[config.mk]
export PLATFORM = sky130hd
export DESIGN_NAME = half_subtractor_flat
export DESIGN_NICKNAME = d
export VERILOG_FILES = /design/src/rtl/half_subtractor_if.sv /design/src/rtl/half_subtractor.sv /design/src/flat_wrapper.sv
export SDC_FILE = /design/constraint.sdc
export NUM_CORES = 1
export LEC_CHECK = 0
export ABC_CLOCK_PERIOD_IN_PS = 2000
export CORE_ASPECT_RATIO = 1.1
export CORE_MARGIN = 8
export CORE_UTILIZATION = 42
export CTS_CLUSTER_DIAMETER = 200
export DETAILED_ROUTE_END_ITERATION = 12
export HOLD_SLACK_MARGIN = 0.03
export PLACE_DENSITY = 0.74
export SLEW_MARGIN = 25
export SYNTH_ARGS = -nofsm -noshare
export SYNTH_HDL_FRONTEND = slang
export SYNTH_SLANG_ARGS = --single-unit
[constraint.sdc]
create_clock -name clk -period 2 [get_ports clk]
set_input_delay 0.4 -clock clk [delete_from_list [all_inputs] [get_ports clk]]
set_output_delay 0.4 -clock clk [all_outputs]
set_load 0.01 [all_outputs]
[src/rtl/half_subtractor_if.sv]
// Operand, control and result bundle for the half subtractor.
// The master drives operands and control; the slave (the subtractor) returns results.
interface half_subtractor_if #(
  parameter int WIDTH = 1,
  parameter int CNT_W = 16
);
  logic [WIDTH-1:0] A;
  logic [WIDTH-1:0] B;
  logic             in_valid;
  logic             cnt_clr;
  logic [WIDTH-1:0] Diff;
  logic [WIDTH-1:0] Borrow;
  logic [WIDTH-1:0] diff_q;
  logic [WIDTH-1:0] borrow_q;
  logic             out_valid;
  logic [CNT_W-1:0] borrow_cnt;

  modport master (
    output A, B, in_valid, cnt_clr,
    input  Diff, Borrow, diff_q, borrow_q, out_valid, borrow_cnt
  );

  modport slave (
    input  A, B, in_valid, cnt_clr,
    output Diff, Borrow, diff_q, borrow_q, out_valid, borrow_cnt
  );
endinterface

[src/rtl/half_subtractor.sv]
// Bit-parallel half subtractor (A - B per lane) with a combinational result,
// a registered valid-qualified copy and a saturating borrow-event counter.
module half_subtractor #(
  parameter int WIDTH = 1,
  parameter int CNT_W = 16
) (
  input  logic             clk,
  input  logic             rst_n,
  half_subtractor_if.slave bus
);

  localparam logic [CNT_W-1:0] CNT_MAX = {CNT_W{1'b1}};

  logic [WIDTH-1:0] w_diff;
  logic [WIDTH-1:0] w_borrow;
  logic             w_any_borrow;
  logic             w_cnt_inc;

  logic [WIDTH-1:0] r_diff_q;
  logic [WIDTH-1:0] r_borrow_q;
  logic             r_out_valid;
  logic [CNT_W-1:0] r_borrow_cnt;

  // Lanes are fully independent: no borrow ripples between them.
  genvar gi;
  generate
    for (gi = 0; gi < WIDTH; gi++) begin : g_lane
      assign w_diff[gi]   = bus.A[gi] ^ bus.B[gi];
      assign w_borrow[gi] = ~bus.A[gi] & bus.B[gi];
    end
  endgenerate

  assign w_any_borrow = |w_borrow;
  assign w_cnt_inc    = bus.in_valid && w_any_borrow && (r_borrow_cnt != CNT_MAX);

  always_ff @(posedge clk or negedge rst_n) begin
    if (!rst_n) begin
      r_diff_q     <= '0;
      r_borrow_q   <= '0;
      r_out_valid  <= 1'b0;
      r_borrow_cnt <= '0;
    end else begin
      if (bus.in_valid) begin
        r_diff_q   <= w_diff;
        r_borrow_q <= w_borrow;
      end
      r_out_valid <= bus.in_valid;
      // Clear has priority over a same-cycle borrow event.
      if (bus.cnt_clr) begin
        r_borrow_cnt <= '0;
      end else if (w_cnt_inc) begin
        r_borrow_cnt <= r_borrow_cnt + 1'b1;
      end
    end
  end

  assign bus.Diff       = w_diff;
  assign bus.Borrow     = w_borrow;
  assign bus.diff_q     = r_diff_q;
  assign bus.borrow_q   = r_borrow_q;
  assign bus.out_valid  = r_out_valid;
  assign bus.borrow_cnt = r_borrow_cnt;

endmodule

[src/flat_wrapper.sv]
// flat-port wrapper written by rule: the top's interface ports become plain ports
module half_subtractor_flat 
#(
  parameter int WIDTH = 1,
  parameter int CNT_W = 16
)
  (clk, rst_n, bus_A, bus_B, bus_in_valid, bus_cnt_clr, bus_Diff, bus_Borrow, bus_diff_q, bus_borrow_q, bus_out_valid, bus_borrow_cnt);
  half_subtractor_if #(.WIDTH(WIDTH), .CNT_W(CNT_W)) bus_i ();
  input  logic clk;
  input  logic rst_n;
  input wire logic [$bits(bus_i.A)-1:0] bus_A;
  input wire logic [$bits(bus_i.B)-1:0] bus_B;
  input wire logic [$bits(bus_i.in_valid)-1:0] bus_in_valid;
  input wire logic [$bits(bus_i.cnt_clr)-1:0] bus_cnt_clr;
  output wire logic [$bits(bus_i.Diff)-1:0] bus_Diff;
  output wire logic [$bits(bus_i.Borrow)-1:0] bus_Borrow;
  output wire logic [$bits(bus_i.diff_q)-1:0] bus_diff_q;
  output wire logic [$bits(bus_i.borrow_q)-1:0] bus_borrow_q;
  output wire logic [$bits(bus_i.out_valid)-1:0] bus_out_valid;
  output wire logic [$bits(bus_i.borrow_cnt)-1:0] bus_borrow_cnt;
  assign bus_i.A = bus_A;
  assign bus_i.B = bus_B;
  assign bus_i.in_valid = bus_in_valid;
  assign bus_i.cnt_clr = bus_cnt_clr;
  assign bus_Diff = bus_i.Diff;
  assign bus_Borrow = bus_i.Borrow;
  assign bus_diff_q = bus_i.diff_q;
  assign bus_borrow_q = bus_i.borrow_q;
  assign bus_out_valid = bus_i.out_valid;
  assign bus_borrow_cnt = bus_i.borrow_cnt;
  half_subtractor #(.WIDTH(WIDTH), .CNT_W(CNT_W)) u_core (.clk(clk), .rst_n(rst_n), .bus(bus_i));
endmodule
==> reports/qor.yml <==
grt_busiest_layer: "met2"
synthXorXnorAreaFrac: 0
placement_rows: 18
post-cts-setup-buffer-count: 0
grt_max_degree: 20
postPlaceCellArea_um2: 1400
cp_max_fo: 6
fin_util: 0.641
vias_per_cell: 5.74
grt_pass1_vias: 979
drive_gt1_frac: 0.189
grt.met2_usage: 0.232
ios: 27
period_share: 0.962
netlist_instances: 109
synth_area_um2: 1010
stdcell_area_um2: 1440
cts_buffer_depth: 2
num-nets-final: 157
p_leak_uw: 0.000557
worstMarginPinSlew_ps: 386
clock-skew-final_ps: 3.35
drt_iter0_markers: 23
drt-pass1-iter-count: 4
final_max_slew_viol_count: 0
wl_per_cell_um: 14.7
syn_to_final_growth_pct: 43.4
r2r-start: "u_core.bus.borrow_cnt[3]"
hold_viol: 0
ys_types: 27
antenna_found_initial: 0
n_fill_cell: 182
cts_tree: "built"
rsz0062_at_grt: "no"
clock_latency_ps: 310
dpl.cell_count: 174
grtUsageTotal: 0.127
maxCapViolations: 0
grt.overflow.total: 0
synth_compound_area_frac: 0.149
synthAdderAreaFrac: 0.0249
period_minus_slack_ps: 1920
start_util: 0.447
hold_class: "input port to async pin"
drc: 0
yosys_warnings: 0
die_w_um: 62.7
end_kind: "flip-flop"
hold_slack_ps: 423
synthMuxAreaShare: 0.0435
synth_top_family_by_area: "simple AND/OR/NAND/NOR gates"
grt_pass1_wl_mm: 4.41
vdd_drop_max_mv: 0.370
setup_violations: 0
relSlewSlack: 0.742
syn-mean-instance-area_um2: 9.23
status: "finished clean"
use_met3: 0.0281
cts_buffers: 3
synth_seq_area_share: 0.473
gp_congestion: 0.851
synthSimpleGateAreaFrac: 0.270
clock-sinks: 19
htreeDepth: 1
stdcell_count: 178
crit_path_start_kind: "input port"
die_h_um: 67.3
worstPathRequired_ps: 2240
power_density_nw_per_um2: 467
core_um2: 2250
wirelength_mm: 2.61
arrival_ps: 2170
use_met1: 0.141
synth_seq_cells: 19
via_count: 1021
die_area_um2: 4220
postRouteAntennaNets: 0
syn-num-nets: 117
n_antenna_cell: 0
hpwl_mm: 1.96
cts_root_buffer: "clkbuf_4"
fmax_mhz: 520
clk_pin_slew_worst_paths_ps: 110
crit_path_start: "bus_A"
critical_path_class: "input port to flip-flop"
power_uw: 673
io_buffers: 26
[cell type report]
cell class	instances	area [um2]	share of cell area
Clock buffer	4	26.3	0.0182
Timing Repair Buffer	41	369	0.256
Tap cell	30	37.5	0.0260
Inverter	4	15.0	0.0104
Sequential cell	19	475	0.330
Multi-Input combinational cell	80	519	0.360
[repair_timing]
item	4_1_cts	5_1_grt
pin swaps	1	0
endpoints found under the hold margin	0	0
hold buffers	0	0
cloned	0	0
resized for setup	5	2
endpoints found under the setup margin	9	1
[cells in the final DEF (no fill, tap or decap)]
cell type        instances
clkdlybuf4s50_1         23
o31ai_1                  6
clkbuf_1                 1
or3_2                    1
nor2_1                   6
ha_1                     1
buf_4                   15
dfrtp_1                 19
nor3_1                   3
or4_1                    4
nor3b_1                  1
inv_1                    4
nand2_1                  6
a21oi_1                 11
dlygate4sd2_1            3
nand4_1                  4
o21bai_1                 1
nor4_1                   3
nand3_1                  6
o211ai_1                 1
nand2b_1                 2
or3_1                    5
or3_4                    1
mux2i_1                  1
nor2b_1                  2
or4_4                    2
or2_2                    1
a21oi_2                  1
mux2_2                   3
o21ai_0                  6
and4_1                   1
ha_4                     1
clkbuf_4                 3
[final timing paths]
| kind | endpoint | cells after the start | slack (ps) |
|---|---|---|---|
| setup / recovery | u_core.bus.borrow_cnt[9] | 7 | 80 |
| hold / removal | u_core.bus.borrow_cnt[11] | 2 | 420 |
| setup reg to reg | u_core.bus.borrow_cnt[9] | 4 | 140 |
| hold reg to reg | u_core.bus.diff_q | 1 | 530 |
| max in group asynchronous | u_core.bus.borrow_cnt[2] | 2 | 1370 |
| min in group clk | u_core.bus.diff_q | 1 | 530 |
[critical path, cell delays in order]
cell and delay [ps]:
clkdlybuf4s50_1 400, inv_1 90, ha_4 130, nand2_1 60, or4_4 460, or4_4 500
a21oi_2 140
[metal layers]
layer	routed length (um)	vias to the layer above
li1	-	481
met1	1110	489
met2	1290	42
met3	159	9
met4	53	0
met5	0	-
[stage by stage]
| step | setup slack, ps | setup TNS, ps |
|---|---|---|
| 3_5_place_dp | -419 | -3250 |
| 5_1_grt | 7.77 | 0 |
| 6_report | 75.4 | 0 |
| 4_1_cts | 63.2 | 0 |
| 2_1_floorplan | 23.0 | 0 |
| 3_3_place_gp | -374 | -2750 |
[synthesized netlist by cell type]
| master | instances | area (um2) |
|---|---|---|
| and4_1 | 1 | 8.76 |
| nand3_1 | 6 | 30.0 |
| nor2_1 | 6 | 22.5 |
| nand4_1 | 4 | 25.0 |
| a21oi_1 | 12 | 60.1 |
| or3_1 | 6 | 37.5 |
| nor3b_1 | 1 | 7.51 |
| mux2_2 | 3 | 33.8 |
| buf_1 | 1 | 3.75 |
| o21ai_0 | 6 | 30.0 |
| mux2i_1 | 1 | 10.0 |
| buf_2 | 2 | 10.0 |
| inv_1 | 4 | 15.0 |
| o31ai_1 | 6 | 45.0 |
| nand2b_1 | 2 | 12.5 |
| o21bai_1 | 1 | 7.51 |
| or2_2 | 1 | 6.26 |
| nor3_1 | 3 | 15.0 |
| nor2b_1 | 2 | 12.5 |
| nand2_1 | 6 | 22.5 |
| or3_2 | 1 | 7.51 |
| ha_1 | 2 | 25.0 |
| or4_1 | 6 | 45.0 |
| o211ai_1 | 1 | 7.51 |
| nor4_1 | 3 | 18.8 |
| clkbuf_1 | 3 | 11.3 |
| dfrtp_1 | 19 | 475 |
[sequential cells by signal, summed over array words and instances, names as in the netlist]
| signal | count |
|---|---|
| u_core.bus.borrow_cnt | 16 |
| u_core.bus.borrow_q | 1 |
| u_core.bus.diff_q | 1 |
| u_core.bus.out_valid | 1 |
[power breakdown]
| part | switching, uW | internal (uW) | leakage [uW] |
|---|---|---|---|
| Sequential | 3.53 | 391 | 0.000260 |
| Combinational | 37.3 | 39.7 | 0.000282 |
| Clock | 124 | 77.9 | 0.0000150 |
| Total | 165 | 508 | 0.000557 |
[cells by family after synthesis]
kind of cell / count (synthesis)
flip-flops: 19
buffers and inverters: 10
multiplexers: 4
AND/OR/NAND/NOR: 48
AO/OA/AOI/OAI: 26
adder cells (fa/ha/maj): 2
(Power assumes the default switching activity.)
